[config.mk]
export PLATFORM = sky130hd
export DESIGN_NAME = fifo_to_axis_flat
export DESIGN_NICKNAME = d
export VERILOG_FILES = /design/src/rtl/fifo_axis_pkg.sv /design/src/rtl/fifo_to_axis_if.sv /design/src/rtl/axis_out_reg.sv /design/src/rtl/fifo_to_axis.sv /design/src/flat_wrapper.sv
export SDC_FILE = /design/constraint.sdc
export NUM_CORES = 2
export LEC_CHECK = 0
export CAP_MARGIN = 20
export CORE_AREA = 2 2 330 332
export CTS_CLUSTER_SIZE = 30
export DETAILED_ROUTE_END_ITERATION = 10
export DIE_AREA = 0 0 332 334
export GPL_TIMING_DRIVEN = 0
export REMOVE_ABC_BUFFERS = 1
export SYNTH_ARGS = -nofsm -noshare
export SYNTH_HDL_FRONTEND = slang
export SYNTH_SLANG_ARGS = --single-unit
[constraint.sdc]
create_clock -name clk -period 29.1 [get_ports clk]
set_input_delay 5.82 -clock clk [delete_from_list [all_inputs] [get_ports clk]]
set_output_delay 5.82 -clock clk [all_outputs]
set_load 0.05 [all_outputs]
[src/rtl/fifo_axis_pkg.sv]
// fifo_axis_pkg: shared constants, packed-word field positions, the unpacker
// state enum and the byte-count to tkeep decoder used by fifo_to_axis.
package fifo_axis_pkg;

  // Widths of the packed word, its payload and the output beat
  localparam int PACKED_W  = 201;
  localparam int PAYLOAD_W = 192;
  localparam int BEAT_W    = 256;
  localparam int KEEP_W    = BEAT_W / 8;
  localparam int TUSER_W   = 128;
  // A payload is three 64-bit segments; beats are stitched on these boundaries
  localparam int SEG_W     = 64;

  // Packed-word field positions
  localparam int F_VALID      = 0;
  localparam int F_LAST       = 1;
  localparam int F_PHASE_LO   = 2;
  localparam int F_PHASE_HI   = 3;
  localparam int F_CNT_LO     = 4;
  localparam int F_CNT_HI     = 8;
  localparam int F_PAYLOAD_LO = 9;
  localparam int F_PAYLOAD_HI = 200;

  typedef enum logic [1:0] {
    S_IDLE = 2'd0,
    S_BODY = 2'd1,
    S_DROP = 2'd2
  } state_t;

  // Byte count 0 means a full 32-byte beat; otherwise the low cnt bytes are valid
  function automatic logic [KEEP_W-1:0] cnt_to_keep(input logic [4:0] cnt);
    logic [KEEP_W-1:0] keep;
    keep = '0;
    for (int i = 0; i < KEEP_W; i++) begin
      keep[i] = (cnt == 5'd0) || (i < int'(cnt));
    end
    return keep;
  endfunction

endpackage

[src/rtl/fifo_to_axis_if.sv]
// fifo_to_axis_if: AXI4-Stream bundle for the unpacker output port.
interface fifo_to_axis_if #(
  parameter int DATA_W = 256,
  parameter int USER_W = 128
);
  logic [DATA_W-1:0]   tdata;
  logic [DATA_W/8-1:0] tkeep;
  logic [DATA_W/8-1:0] tstrb;
  logic [USER_W-1:0]   tuser;
  logic                tlast;
  logic                tvalid;
  logic                tready;

  modport master (
    output tdata, tkeep, tstrb, tuser, tlast, tvalid,
    input  tready
  );

  modport slave (
    input  tdata, tkeep, tstrb, tuser, tlast, tvalid,
    output tready
  );
endinterface

[src/rtl/axis_out_reg.sv]
// axis_out_reg: single-entry AXI4-Stream output register. A new beat may be
// loaded while the register is empty or while its current beat is being taken,
// so back-to-back beats flow without a bubble.
module axis_out_reg #(
  parameter int DATA_W = 256,
  parameter int USER_W = 128
) (
  input  logic                clk,
  input  logic                reset,
  input  logic                load,
  input  logic [DATA_W-1:0]   in_data,
  input  logic [DATA_W/8-1:0] in_keep,
  input  logic [USER_W-1:0]   in_user,
  input  logic                in_last,
  output logic                free,
  fifo_to_axis_if.master      m_axis
);

  assign free         = ~m_axis.tvalid | m_axis.tready;
  assign m_axis.tstrb = m_axis.tkeep;

  // Beat fields change only on load, so they stay stable under back-pressure
  always_ff @(posedge clk or posedge reset) begin
    if (reset) begin
      m_axis.tdata <= '0;
      m_axis.tkeep <= '0;
      m_axis.tuser <= '0;
      m_axis.tlast <= 1'b0;
    end else if (load) begin
      m_axis.tdata <= in_data;
      m_axis.tkeep <= in_keep;
      m_axis.tuser <= in_user;
      m_axis.tlast <= in_last;
    end
  end

  // Valid flag: set on load, cleared once the beat is accepted
  always_ff @(posedge clk or posedge reset) begin
    if (reset) begin
      m_axis.tvalid <= 1'b0;
    end else if (load) begin
      m_axis.tvalid <= 1'b1;
    end else if (m_axis.tready) begin
      m_axis.tvalid <= 1'b0;
    end
  end

endmodule

[src/rtl/fifo_to_axis.sv]
// fifo_to_axis: unpacks 201-bit packed words from FWFT FIFOs into 256-bit
// AXI4-Stream beats (4 words -> 3 beats) with per-packet tuser.
// Optional feature macro: FIFO_AXIS_PHASE_CHECK_EN -- check each word's phase
// field against the expected phase, flag err_phase and drop the packet.
module fifo_to_axis
  import fifo_axis_pkg::*;
#(
  parameter int C_M_AXIS_DATA_WIDTH  = BEAT_W,
  parameter int C_M_AXIS_TUSER_WIDTH = TUSER_W,
  parameter int PACKED_WIDTH         = PACKED_W,
  parameter int PAYLOAD_WIDTH        = PAYLOAD_W
) (
  input  logic                            clk,
  input  logic                            reset,
  input  logic [PACKED_WIDTH-1:0]         fifo_dout,
  input  logic                            fifo_empty,
  output logic                            fifo_rd_en,
  input  logic [C_M_AXIS_TUSER_WIDTH-1:0] tuser_dout,
  input  logic                            tuser_empty,
  output logic                            tuser_rd_en,
  fifo_to_axis_if.master                  m_axis,
  output logic [31:0]                     output_beat_cnt,
  output logic [31:0]                     output_pkt_cnt,
  output logic                            err_phase
);

  state_t                           state_reg, state_next;
  logic [1:0]                       phase_reg, phase_next;
  logic [PAYLOAD_WIDTH-1:0]         residual_reg, residual_next;

  logic                             w_valid, w_last;
  logic [1:0]                       w_phase;
  logic [4:0]                       w_cnt;
  logic [PAYLOAD_WIDTH-1:0]         payload;

  logic                             out_free;
  logic                             dropping, mismatch;
  logic                             produce, pop, load;
  logic [C_M_AXIS_DATA_WIDTH-1:0]   beat_data;
  logic [C_M_AXIS_DATA_WIDTH/8-1:0] beat_keep;

  assign w_valid = fifo_dout[F_VALID];
  assign w_last  = fifo_dout[F_LAST];
  assign w_phase = fifo_dout[F_PHASE_HI:F_PHASE_LO];
  assign w_cnt   = fifo_dout[F_CNT_HI:F_CNT_LO];
  assign payload = fifo_dout[F_PAYLOAD_HI:F_PAYLOAD_LO];

`ifdef FIFO_AXIS_PHASE_CHECK_EN
  assign dropping = (state_reg == S_DROP);
  assign mismatch = w_valid & ~dropping & (w_phase != phase_reg);

  // Sticky phase error, cleared only by reset
  always_ff @(posedge clk or posedge reset) begin
    if (reset) begin
      err_phase <= 1'b0;
    end else if (pop && mismatch) begin
      err_phase <= 1'b1;
    end
  end
`else
  // The phase field is ignored; the expected-phase counter alone drives decoding
  logic unused_phase;
  assign unused_phase = ^w_phase;
  assign dropping     = 1'b0;
  assign mismatch     = 1'b0;
  assign err_phase    = 1'b0;
`endif

  // A word produces a beat when it completes one: a last word or phase 1..3.
  // Such words also need a tuser entry and room in the output register;
  // everything else (filler, phase-0 body words, dropped words) pops freely.
  assign produce     = w_valid & ~dropping & ~mismatch & (w_last | (phase_reg != 2'd0));
  assign pop         = ~fifo_empty & (~produce | (~tuser_empty & out_free));
  assign load        = pop & produce;
  assign fifo_rd_en  = pop;
  assign tuser_rd_en = load & w_last;

  // Stitch the beat from the residual and the current payload
  always_comb begin
    beat_data = '0;
    case (phase_reg)
      2'd0:    beat_data = {{(C_M_AXIS_DATA_WIDTH-PAYLOAD_WIDTH){1'b0}}, payload};
      2'd1:    beat_data = {payload[SEG_W-1:0], residual_reg};
      2'd2:    beat_data = {payload[2*SEG_W-1:0], residual_reg[2*SEG_W-1:0]};
      default: beat_data = {payload, residual_reg[SEG_W-1:0]};
    endcase
  end

  assign beat_keep = w_last ? cnt_to_keep(w_cnt) : '1;

  // Next state, expected phase and residual for each popped valid word
  always_comb begin
    state_next    = state_reg;
    phase_next    = phase_reg;
    residual_next = residual_reg;
    if (pop && w_valid) begin
      if (dropping) begin
        if (w_last) begin
          state_next    = S_IDLE;
          phase_next    = 2'd0;
          residual_next = '0;
        end
      end else if (mismatch) begin
        phase_next    = 2'd0;
        residual_next = '0;
        state_next    = w_last ? S_IDLE : S_DROP;
      end else if (w_last) begin
        state_next    = S_IDLE;
        phase_next    = 2'd0;
        residual_next = '0;
      end else begin
        state_next = S_BODY;
        phase_next = phase_reg + 2'd1;
        case (phase_reg)
          2'd0:    residual_next = payload;
          2'd1:    residual_next[2*SEG_W-1:0] = payload[PAYLOAD_WIDTH-1:SEG_W];
          2'd2:    residual_next[SEG_W-1:0] = payload[PAYLOAD_WIDTH-1:2*SEG_W];
          default: residual_next = '0;
        endcase
      end
    end
  end

  // State, expected phase and residual registers
  always_ff @(posedge clk or posedge reset) begin
    if (reset) begin
      state_reg    <= S_IDLE;
      phase_reg    <= 2'd0;
      residual_reg <= '0;
    end else begin
      state_reg    <= state_next;
      phase_reg    <= phase_next;
      residual_reg <= residual_next;
    end
  end

  // Accepted-beat and accepted-packet counters, wrapping modulo 2^32
  always_ff @(posedge clk or posedge reset) begin
    if (reset) begin
      output_beat_cnt <= '0;
      output_pkt_cnt  <= '0;
    end else if (m_axis.tvalid && m_axis.tready) begin
      output_beat_cnt <= output_beat_cnt + 32'd1;
      if (m_axis.tlast) begin
        output_pkt_cnt <= output_pkt_cnt + 32'd1;
      end
    end
  end

  axis_out_reg #(
    .DATA_W (C_M_AXIS_DATA_WIDTH),
    .USER_W (C_M_AXIS_TUSER_WIDTH)
  ) u_out_reg (
    .clk     (clk),
    .reset   (reset),
    .load    (load),
    .in_data (beat_data),
    .in_keep (beat_keep),
    .in_user (tuser_dout),
    .in_last (w_last),
    .free    (out_free),
    .m_axis  (m_axis)
  );

endmodule
[src/flat_wrapper.sv]
// flat-port wrapper written by rule: the top's interface ports become plain ports
module fifo_to_axis_flat import fifo_axis_pkg::*;
#(
  parameter int C_M_AXIS_DATA_WIDTH  = BEAT_W,
  parameter int C_M_AXIS_TUSER_WIDTH = TUSER_W,
  parameter int PACKED_WIDTH         = PACKED_W,
  parameter int PAYLOAD_WIDTH        = PAYLOAD_W
)
  (clk, reset, fifo_dout, fifo_empty, fifo_rd_en, tuser_dout, tuser_empty, tuser_rd_en, output_beat_cnt, output_pkt_cnt, err_phase, m_axis_tdata, m_axis_tkeep, m_axis_tstrb, m_axis_tuser, m_axis_tlast, m_axis_tvalid, m_axis_tready);
  fifo_to_axis_if m_axis_i ();
  input  logic clk;
  input  logic reset;
  input  logic [PACKED_WIDTH-1:0] fifo_dout;
  input  logic fifo_empty;
  output logic fifo_rd_en;
  input  logic [C_M_AXIS_TUSER_WIDTH-1:0] tuser_dout;
  input  logic tuser_empty;
  output logic tuser_rd_en;
  output logic [31:0] output_beat_cnt;
  output logic [31:0] output_pkt_cnt;
  output logic err_phase;
  output wire logic [$bits(m_axis_i.tdata)-1:0] m_axis_tdata;
  output wire logic [$bits(m_axis_i.tkeep)-1:0] m_axis_tkeep;
  output wire logic [$bits(m_axis_i.tstrb)-1:0] m_axis_tstrb;
  output wire logic [$bits(m_axis_i.tuser)-1:0] m_axis_tuser;
  output wire logic [$bits(m_axis_i.tlast)-1:0] m_axis_tlast;
  output wire logic [$bits(m_axis_i.tvalid)-1:0] m_axis_tvalid;
  input wire logic [$bits(m_axis_i.tready)-1:0] m_axis_tready;
  assign m_axis_tdata = m_axis_i.tdata;
  assign m_axis_tkeep = m_axis_i.tkeep;
  assign m_axis_tstrb = m_axis_i.tstrb;
  assign m_axis_tuser = m_axis_i.tuser;
  assign m_axis_tlast = m_axis_i.tlast;
  assign m_axis_tvalid = m_axis_i.tvalid;
  assign m_axis_i.tready = m_axis_tready;
  fifo_to_axis #(.C_M_AXIS_DATA_WIDTH(C_M_AXIS_DATA_WIDTH), .C_M_AXIS_TUSER_WIDTH(C_M_AXIS_TUSER_WIDTH), .PACKED_WIDTH(PACKED_WIDTH), .PAYLOAD_WIDTH(PAYLOAD_WIDTH)) u_core (.clk(clk), .reset(reset), .fifo_dout(fifo_dout), .fifo_empty(fifo_empty), .fifo_rd_en(fifo_rd_en), .tuser_dout(tuser_dout), .tuser_empty(tuser_empty), .tuser_rd_en(tuser_rd_en), .m_axis(m_axis_i), .output_beat_cnt(output_beat_cnt), .output_pkt_cnt(output_pkt_cnt), .err_phase(err_phase));
endmodule
==> impl_metrics.env <==
export IMPL_outcome="finished clean"
export IMPL_tightest_slew_ns=0.975
export IMPL_ys_ff_latch=676
export IMPL_grt_pass1_vias=28720
export IMPL_place_hpwl_mm=86.6
export IMPL_routabilityCongestion=0.832
export IMPL_cp_arrival_ns=9.97
export IMPL_crit_fanout=40
export IMPL_wl_per_cell_um=23.2
export IMPL_synth_cells=3321
export IMPL_hold_depth=2
export IMPL_synthArstFlopShare_pct=100
export IMPL_dr_pass1_iters=8
export IMPL_seqPwrFrac_pct=27.6
export IMPL_cts_sinks=676
export IMPL_ys_flop_type="dfrtp_1"
export IMPL_p_switching_mw=2.51
export IMPL_first_iter_violations=2826
export IMPL_synth_cell_types=49
export IMPL_htreeDepth=3
export IMPL_cts_tree="yes"
export IMPL_ff2ff_path_depth=18
export IMPL_clk_pin_slew_ns=0.06
export IMPL_setup_viol=0
export IMPL_initial_core_util_pct=30.1
export IMPL_wl_mm=127
export IMPL_ios=851
export IMPL_clk_latency_ns=0.67
export IMPL_largest_reg_flops=256
export IMPL_finalHoldViolCount=0
export IMPL_die_x_um=332
export IMPL_gr_total_overflow=0
export IMPL_cts_hold_buffers=0
export IMPL_drc_errors=0
export IMPL_end_kind="output pin"
export IMPL_clock_path_buffers=3
export IMPL_dieArea_mm2=0.111
export IMPL_total_leakage_power_nw=19.6
export IMPL_critPathKind="in -> out"
export IMPL_p_clk_share_pct=20.0
export IMPL_clock_root_buffer="clkbuf_16"
export IMPL_worst_setup_path_start_kind="primary input"
export IMPL_synth_area_leaders="dfrtp_1, nand2_1, nor2_1, mux2_2, a222oi_1"
export IMPL_io_buffers=847
export IMPL_dp_cells=5324
export IMPL_post_cts_resized=0
export IMPL_cts_setup_buffers=0
export IMPL_syn_area_mm2=0.0325
export IMPL_max_cap_violations=0
export IMPL_drive_gt1_share_pct=12.4
export IMPL_grt_max_degree=120
export IMPL_yosysTopAreaCellShare_pct=52.1
export IMPL_ys_warn_count=0
export IMPL_switching_share_pct=46.6
export IMPL_p_per_area_mw_per_mm2=118
export IMPL_placement_cell_area_mm2=0.0427
export IMPL_slew_viol_final=0
export IMPL_max_freq_mhz=63.3
export IMPL_utilization_pct=42.3
export IMPL_slew_headroom_pct=34.4
export IMPL_final_nets=4335
export IMPL_core_area_mm2=0.108
export IMPL_synth_largest_area_cell="dfrtp_1"
export IMPL_fillers=10445
export IMPL_grt_pass1_wl_mm=190
export IMPL_fin_crit_ns=15.79
export IMPL_seq_area_frac_synth_pct=52.1
export IMPL_synth_edf_count=0
export IMPL_final_area_mm2=0.0456
export IMPL_grt_use_total_pct=22.3
export IMPL_syn_to_final_growth_pct=40.4
export IMPL_syn_avg_cell_area_um2=9.78
export IMPL_rsz0062_at_grt="false"
export IMPL_comb_power_share_pct=52.4
export IMPL_num_vias=29390
export IMPL_cp_required_ns=23.28
export IMPL_skew_ns=0.0378
export IMPL_dieHeight_um=334
export IMPL_antenna_found_initial=35
export IMPL_p_int_mw=2.88
export IMPL_vias_per_cell=5.34
export IMPL_hp_class="reg -> reg"
export IMPL_peakVddDrop_mv=0.0804
export IMPL_final_cells=5501
export IMPL_fin_crit_sh_pct=54.3
export IMPL_numCtsBuffers=82
export IMPL_placementRows=121
export IMPL_ant_nets=0
-- layer usage --
| metal | global-route usage [%] | part of all wire [%] | vias up |
|---|---|---|---|
| met4 | 11.4 | 4.5 | 18 |
| met5 | 0 | 0.092 | - |
| met3 | 5.77 | 7.7 | 229 |
| met1 | 26.5 | 39 | 14610 |
| met2 | 37.3 | 49 | 1249 |
| li1 | - | - | 13284 |
-- power groups by stage --
stage / clock [mW] / sequential (mW) / combinational [mW]
final: 1.08 / 1.49 / 2.82
after global routing: 1.14 / 1.53 / 2.98
after CTS: 1.10 / 1.49 / 2.83
after detailed placement: 0 / 1.50 / 2.83
after global placement: 0 / 1.50 / 2.89
after floorplan: 0 / 2.34 / 0.950
-- area by class of cell --
cell class	instances	area [µm²]	share of cell area (%)
timing repair buffer	923	9840	21.6
sequential	676	16900	37.1
clock inverter	34	425	0.933
inverter	7	33.8	0.0741
tap	1414	1770	3.88
multi-input combinational	2305	14100	31.0
antenna	25	62.6	0.137
clock buffer	117	2410	5.29
-- metrics by stage --
step	setup slack (ns)	TNS, ns	power (mW)	hold slack (ns)
2_1_floorplan	-3.43	-3.43	3.29	0.463
3_3_place_gp	-26.33	-7949.88	4.38	0.458
3_5_place_dp	13.32	0	4.32	0.461
4_1_cts	13.30	0	5.42	0.476
5_1_grt	13.21	0	5.66	0.488
6_report	13.31	0	5.38	0.470
-- path summary, 6_finish.rpt --
check | start | endpoint | slack (ns)
min | u_core.u_out_reg.m_axis.tuser[71] | u_core.u_out_reg.m_axis.tuser[71] | 0.47
max in group asynchronous | reset | u_core.u_out_reg.m_axis.tdata[217] | 21.08
max reg2reg | u_core.phase_reg[0] | u_core.u_out_reg.m_axis.tdata[63] | 24.00
min reg2reg | u_core.u_out_reg.m_axis.tuser[71] | u_core.u_out_reg.m_axis.tuser[71] | 0.47
max | fifo_dout[1] | tuser_rd_en | 13.31
min in group asynchronous | reset | u_core.u_out_reg.m_axis.tuser[119] | 5.74
-- placed cells by master, fill, tap and decap left out, types with 31 or more instances in the layout --
cell and instances:
clkdlybuf4s50_1 846, o21ai_0 137, dfrtp_1 676, nor2_1 428, nand4_1 97, a222oi_1 128, a221oi_1 98, clkbuf_16 82
a21oi_1 143, nand2_1 611, buf_4 31, mux2_2 131, xnor2_1 51, nor2b_1 65, a21bo_2 64, o31ai_2 40
buf_16 34, a22oi_1 128
-- cell usage after synthesis (24+ instances only) --
cell / n
a21oi_1: 143
clkbuf_1: 218
a221oi_1: 98
xnor2_1: 51
nand3_1: 24
o21ai_0: 137
mux2_2: 131
a21bo_2: 64
a22oi_1: 128
buf_2: 57
o31ai_1: 25
a221oi_2: 30
o31ai_2: 40
nand2_1: 612
buf_4: 33
nor2b_1: 67
a222oi_1: 128
nand4_1: 97
dfrtp_1: 676
nor2_1: 428
-- kinds of logic (layout without fill, tap and decap cells) --
logic type	count (synthesis)	count (layout)	synth area share [%]
simple gates	1288	1288	16.8
compound gates	815	815	19.8
flops	676	676	52.1
buf+inv	340	1081	4.81
mux	131	131	4.54
xor+xnor	64	64	1.73
fa+ha+maj	6	6	0.231
other cells	1	26	0.0115
-- worst max-delay path, cell delays in order --
cell,delay (ns)
buf_4,0.50
buf_16,0.31
nor2b_4,0.24
buf_12,0.25
nor4b_2,0.84
buf_4,0.31
buf_4,0.17
buf_4,0.18
and2_1,0.30
clkdlybuf4s50_1,0.94
Power figures use the tool's default switching activity.
